--- config.mk ---
export PLATFORM = sky130hd
export DESIGN_NAME = stereo_mixer
export DESIGN_NICKNAME = d
export VERILOG_FILES = /design/src/rtl/stereo_mixer.sv
export SDC_FILE = /design/constraint.sdc
export NUM_CORES = 1
export LEC_CHECK = 0
export ABC_AREA = 1
export BUFFER_PORTS_ARGS = -buffer_cell sky130_fd_sc_hd__buf_4
export CORE_UTILIZATION = 59
export DETAILED_ROUTE_END_ITERATION = 7
export PLACE_DENSITY_LB_ADDON = 0.15
export SLEW_MARGIN = 20
export SYNTH_ARGS = -nofsm -noshare
export SYNTH_HDL_FRONTEND = slang
export SYNTH_SLANG_ARGS = --single-unit
--- constraint.sdc ---
create_clock -name clk_in -period 3.52 [get_ports clk_in]
set_input_delay 0.176 -clock clk_in [delete_from_list [all_inputs] [get_ports clk_in]]
set_output_delay 0.176 -clock clk_in [all_outputs]
set_load 0.01 [all_outputs]
--- src/rtl/stereo_mixer.sv ---
// Multi-voice stereo mixer: one voice per cycle into wide signed accumulators, then saturating output stage.
// Frame latency NUM_CH+1 cycles; strobes arriving while busy are dropped and flagged on the sticky overrun.
module stereo_mixer #(
  parameter int NUM_CH   = 4,
  parameter int SAMPLE_W = 16
) (
  input  logic                         clk_in,
  input  logic                         rst_n_in,
  input  logic                         sample_valid_in,
  input  logic [NUM_CH*SAMPLE_W-1:0]   note_data_in,
  input  logic [2*NUM_CH-1:0]          stereo_in,
  input  logic                         stereo_on,
  input  logic [2:0]                   vol_shift_in,
  output logic [SAMPLE_W-1:0]          sample_l,
  output logic [SAMPLE_W-1:0]          sample_r,
  output logic                         sample_valid_out,
  output logic                         busy,
  output logic                         overrun
);

  localparam int IDX_W = $clog2(NUM_CH);
  localparam int ACC_W = SAMPLE_W + $clog2(NUM_CH) + 1;
  localparam logic signed [ACC_W-1:0] MAX_V = ACC_W'(2**(SAMPLE_W-1) - 1);
  localparam logic signed [ACC_W-1:0] MIN_V = ~MAX_V;

  typedef enum logic [1:0] {IDLE, ACCUM, DONE} state_t;

  state_t                     state_q, state_d;
  logic [IDX_W-1:0]           idx_q, idx_d;
  logic signed [ACC_W-1:0]    acc_l_q, acc_l_d, acc_r_q, acc_r_d;
  logic [NUM_CH*SAMPLE_W-1:0] notes_q, notes_d;
  logic [2*NUM_CH-1:0]        route_q, route_d;
  logic                       stereo_q, stereo_d;
  logic [2:0]                 shift_q, shift_d;
  logic [SAMPLE_W-1:0]        out_l_q, out_l_d, out_r_q, out_r_d;
  logic                       vld_q, vld_d, ovr_q, ovr_d;

  logic signed [SAMPLE_W-1:0] voice;
  logic signed [ACC_W-1:0]    voice_ext, voice_shf;
  logic [1:0]                 route_k;

  assign voice     = $signed(notes_q[int'(idx_q)*SAMPLE_W +: SAMPLE_W]);
  assign route_k   = route_q[2*int'(idx_q) +: 2];
  assign voice_ext = ACC_W'(voice);
  // Arithmetic shift on a signed operand: rounds toward minus infinity.
  assign voice_shf = voice_ext >>> shift_q;

  function automatic logic [SAMPLE_W-1:0] sat(input logic signed [ACC_W-1:0] a);
    if (a > MAX_V)      return MAX_V[SAMPLE_W-1:0];
    else if (a < MIN_V) return MIN_V[SAMPLE_W-1:0];
    else                return a[SAMPLE_W-1:0];
  endfunction

  always_comb begin
    state_d  = state_q;
    idx_d    = idx_q;
    acc_l_d  = acc_l_q;
    acc_r_d  = acc_r_q;
    notes_d  = notes_q;
    route_d  = route_q;
    stereo_d = stereo_q;
    shift_d  = shift_q;
    out_l_d  = out_l_q;
    out_r_d  = out_r_q;
    vld_d    = 1'b0;
    ovr_d    = ovr_q | (sample_valid_in & (state_q != IDLE));
    case (state_q)
      IDLE: begin
        if (sample_valid_in) begin
          notes_d  = note_data_in;
          route_d  = stereo_in;
          stereo_d = stereo_on;
          shift_d  = vol_shift_in;
          acc_l_d  = '0;
          acc_r_d  = '0;
          idx_d    = '0;
          state_d  = ACCUM;
        end
      end
      ACCUM: begin
        if (!stereo_q || route_k[1]) acc_l_d = acc_l_q + voice_shf;
        if (!stereo_q || route_k[0]) acc_r_d = acc_r_q + voice_shf;
        if (idx_q == IDX_W'(NUM_CH - 1)) state_d = DONE;
        else                             idx_d   = idx_q + 1'b1;
      end
      DONE: begin
        out_l_d = sat(acc_l_q);
        out_r_d = sat(acc_r_q);
        vld_d   = 1'b1;
        state_d = IDLE;
      end
      default: state_d = IDLE;
    endcase
  end

  always_ff @(posedge clk_in or negedge rst_n_in) begin
    if (!rst_n_in) begin
      state_q  <= IDLE;
      idx_q    <= '0;
      acc_l_q  <= '0;
      acc_r_q  <= '0;
      notes_q  <= '0;
      route_q  <= '0;
      stereo_q <= 1'b0;
      shift_q  <= '0;
      out_l_q  <= '0;
      out_r_q  <= '0;
      vld_q    <= 1'b0;
      ovr_q    <= 1'b0;
    end else begin
      state_q  <= state_d;
      idx_q    <= idx_d;
      acc_l_q  <= acc_l_d;
      acc_r_q  <= acc_r_d;
      notes_q  <= notes_d;
      route_q  <= route_d;
      stereo_q <= stereo_d;
      shift_q  <= shift_d;
      out_l_q  <= out_l_d;
      out_r_q  <= out_r_d;
      vld_q    <= vld_d;
      ovr_q    <= ovr_d;
    end
  end

  assign sample_l         = out_l_q;
  assign sample_r         = out_r_q;
  assign sample_valid_out = vld_q;
  assign busy             = (state_q != IDLE);
  assign overrun          = ovr_q;

endmodule

Word-level counts from Yosys, hierarchy flattened
Index checks and enable logic that the tools add are counted.
- $lt $le $gt $ge: 4
- bitwise operators: 2
- $add $sub $neg: 3
- shifts and indexed selects: 3
- muxes and demuxes: 16
- reduce and logical (&&, ||, !) cells: 11
- eq/ne operators: 8
- operators by type and width (kind ; count):
    one-hot mux 19 bit (2 select lines) ; 2
    2-to-1 mux 16 bit ; 4
    variable part select 64 x 7 -> 16 bit ; 1
    2-to-1 mux 19 bit ; 3
    adder 19 bit ; 2
    greater-than comparator 19 x 16 -> 1 bit, second input constant ; 2
    < comparator 19 x 16 -> 1 bit, second input constant ; 2
    >>> shifter 16 x 3 -> 19 bit ; 1
    != test 2 bit, second input constant ; 5
    AND reduction 3 bit ; 3
    2-to-1 mux 2 bit ; 4
    one-hot mux 2 bit (2 select lines) ; 2
    variable part select 8 x 4 -> 2 bit ; 1
    == test 2 bit, second input constant ; 2
    AND reduction 2 bit ; 2
    nonzero test 2 bit ; 2
    adder 2 x 1 -> 2 bit, second input constant ; 1
    == test 2 x 1 -> 1 bit, second input constant ; 1
    zero test 2 bit ; 1
    logical OR 1 bit ; 2
    AND 1 bit ; 1
    zero test 1 bit ; 1
    2-to-1 mux 1 bit ; 1
    bitwise OR 1 bit ; 1
- input bits: 79
- bits in registers: 152
- output and inout bits: 35

Longest topological paths before layout
- depth in word-level cells: 5
- mapped depth: 24
- gate-level depth less buffers: 21

Worst setup path before layout
Ideal clock, no wire load.
- path type: register to register
- from: register idx_q[1]
- to: register acc_r_q[16]
- setup slack: 0.850 ns
- cell stages (with the launch flop): 21
- setup time: 0.117 ns
- data arrival time: 2.553 ns
- path through: dfrtp_1 > buf_4 > inv_2 > buf_2 > nand3_1 > nand2_1 > nand2_1 > nand2_1 > nand2_1 > nand3_1 > nand2_1 > ha_1 > fa_1 > nand3_1 > nand3_1 > nand2_1 > nand2_1 > nand2_1 > nand3_1 > nand3_1 > nand2_1
- longest elaborated chain between the ends: 5
- elaborated cells on any way between the ends: 9
- those cells by class: add/sub (1); eq/ne (1); shift (3); mux (2); reduce/logical (2)
- RTL lines (item ; line ; RTL):
    from (decl) ; 29 ; logic [IDX_W-1:0] idx_q, idx_d;
    from (signal assigned) ; 112 ; idx_q <= idx_d;
    variable part select 64 x 7 -> 16 bit ; 42 ; assign voice = $signed(notes_q[int'(idx_q)*SAMPLE_W +: SAMPLE_W]);
    >>> shifter 16 x 3 -> 19 bit ; 46 ; assign voice_shf = voice_ext >>> shift_q;
    adder 19 bit ; 82 ; if (!stereo_q || route_k[0]) acc_r_d = acc_r_q + voice_shf;
    2-to-1 mux 19 bit ; 82 ;
    one-hot mux 19 bit (2 select lines) ; 67 ; case (state_q)
    to (signal assigned) ; 114 ; acc_r_q <= acc_r_d;
    to (decl) ; 30 ; logic signed [ACC_W-1:0] acc_l_q, acc_l_d, acc_r_q, acc_r_d;
Parallel ways exist; a longest one is shown, timed or not. The select of a mux whose other input is x is not followed.
A chain may end at the register's enable or synchronous reset.

Worst setup path after layout
- from: register idx_q[1]
- to: register acc_r_q[12]
The elaborated chain is that of the path after synthesis.

==> metrics <==
status=finished with violations; violated checks=DRC; crit path time final=3.22 ns; Worst Setup Start Kind=flop; EDFF count, synth=0; max cap viols=0; post-synth top area share=0.424; Yosys cell types=34; layout cell share with drive strength beyond 1=0.121; gr usage total=0.343; CTS H-Tree Depth=4; Post-CTS Setup Inserts=0; measured slew at the worst slew-check pin=0.958 ns; CTS Root Cell=clkbuf_16; GRT busiest layer=met2; Starting Density=0.610; Post-Syn Area per Cell=6.93 um2; clock buffer count from CTS=17; grt ovf=0; met3 Track Usage GR=0.0449; Seq/Total Area, Yosys=0.424; first-pass GRT wire length=42.6 mm; Mapped Nets=1,412; clk slew on worst S/H paths=0.06 ns; GRT met1 Usage=0.449; largest net degree at the start of global routing=84; Layout area overhead=26.6%; Hold Path Class=primary input to flop; die area=0.0157 mm2; Rel. slew slack=0.358; Port Buffer Count=113; met2 usage in global routing=0.579; row cnt=44; Worst Hold Slack=0.00796 ns; total number of yosys warnings=0; final worst path period share=0.915; placed cells=1,567; TritonRoute pass-1 iters=7; die height=125 um; via count=9,077; Final Hold Fails=0; # DRC=6; crit end category=flop; fin cells=1,674; Crit Path Class=flop to flop; CTS tree=yes; WL final=25.4 mm; average wire per standard cell=15.2 um; critical path peak fanout=8; die width=125 um; setup TNS=0 ns; ys flop type=dfrtp_1; GP Congestion=0.964; fill count=1,083; Ports=114; number of routed nets with antenna violations=0; Core Footprint=0.0147 mm2; worst endpoint required time=3.84 ns; final net count=1,596; number of vias per cell=5.42; top cells by count, synth=646 x nand2_1, 152 x dfrtp_1, 107 x nand3_1, 89 x nor2_1, 65 x o21ai_0; ys async rst share=1.00; most instantiated library cell after synthesis=nand2_1; hpwl dp=17.0 mm; initial antenna violation count=0; data arrival time of the worst path=3.53 ns; Ant. Diodes=0; Starting DRT DRC Count=723; Syn Std Cell Area=0.00897 mm2; clk_lat worst skew=0.43 ns; RSZ-0062 raised after global routing=false; Synth Register Bits=152; Yosys top cell by area=dfrtp_1; Max Freq=311 MHz; Syn Inst Count=1,294; clock skew=0.0104 ns; Final Setup Violations=0; vias in the first global route=8,901; synth top area cells=dfrtp_1 42%, nand2_1 27%, nand3_1 6.0%, ha_1 5.2%, nor2_1 3.7%; # clock sinks=152; Max clock buf depth=2; Slew Viols, Final=0
cell families (layout without fill, tap and decap cells):
logic type      after synthesis  count (layout)  share of synthesized area
flops                       152             152                      0.424
buf+inv                     115             311                     0.0564
compound gates              105             105                     0.0621
simple gates                871             871                      0.390
fa+ha+maj                    39              39                     0.0561
xor+xnor                     12              12                     0.0117
flip-flops by register name, indices dropped and copies added, names as in the netlist, 3 cells and up:
signal / flops
notes_q: 64
acc_l_q: 19
acc_r_q: 19
sample_l: 16
sample_r: 16
route_q: 8
shift_q: 3
cell usage in the layout, fill, tap and decap left out, drive strengths merged:
cell type,Yosys,routed
nand2,650,650
dfrtp,152,152
buf,25,132
nand3,107,107
nor2,92,92
dlygate4sd3,0,76
inv,70,73
o21ai,68,68
ha,37,37
a21oi,31,31
clkbuf,18,19
nand3b,10,10
nor3,10,10
xnor2,7,7
xor2,5,5
clkinv,2,5
clkinvlp,0,4
o211ai,3,3
fa,2,2
bufinv,0,2
or2,2,2
o21a,1,1
o21bai,1,1
a31oi,1,1
through the flow:
stage               setup slack (ns)  instance area, um2  utilization
floorplan                      0.850                8970            -
global placement               0.389               10000        0.680
detailed placement             0.377               10000        0.680
CTS                            0.360               11400        0.773
global route                  0.0822               11400        0.773
finish                         0.300               11400        0.773
repair_timing:
action	CTS	global route
hold buffers	76	0
gates resized for setup	0	0
hold endpoints to repair	157	0
metal layers:
| layer | up-vias | wire length, um |
|---|---|---|
| met2 | 331 | 12300 |
| met4 | 0 | 682 |
| met5 | - | 0 |
| met3 | 66 | 1330 |
| met1 | 4224 | 11100 |
| li1 | 4456 | - |
area by class of cell:
type / instances / area (um2) / share of cell area
clock buffers: 19 / 453 / 0.0399
clock inverters: 12 / 141 / 0.0124
inverters: 72 / 275 / 0.0242
multi-input cells: 1027 / 4660 / 0.410
flip-flops and latches: 152 / 3800 / 0.335
well taps: 184 / 230 / 0.0203
repair buffers: 208 / 1790 / 0.158
critical path: stages, from the launching register on:
cell,delay [ns]
dfrtp_1,0.49
inv_2,0.20
buf_4,0.18
nand3_1,0.07
nand2_1,0.11
nand2_1,0.06
nand2_1,0.08
nand2_1,0.07
nand3_1,0.10
nand2_1,0.15
ha_1,0.27
fa_1,0.44
nand3_1,0.11
nand3_1,0.13
nand2_1,0.10
nand2_1,0.13
nand2_1,0.14
nand3b_1,0.09
nand3_1,0.11
nand2_1,0.06
path summary, 6_finish.rpt:
kind | from | endpoint | slack [ns] | depth (start not counted)
max | idx_q[1]$_DFFE_PN0P_ | acc_r_q[12]$_DFFE_PN0P_ | 0.30 | 19
min | vol_shift_in[0] | shift_q[0]$_DFFE_PN0P_ | 0.008 | 3
max reg2reg | idx_q[1]$_DFFE_PN0P_ | acc_r_q[12]$_DFFE_PN0P_ | 0.30 | 19
min reg2reg | notes_q[7]$_DFFE_PN0P_ | notes_q[7]$_DFFE_PN0P_ | 0.47 | 2
max in group asynchronous | rst_n_in | acc_r_q[12]$_DFFE_PN0P_ | 2.31 | 3
min in group asynchronous | rst_n_in | notes_q[49]$_DFFE_PN0P_ | 0.35 | 2
Power is left out: the tool's default activity adds up to more than one toggle a clock period on the data nets, which glitch-free logic cannot reach.
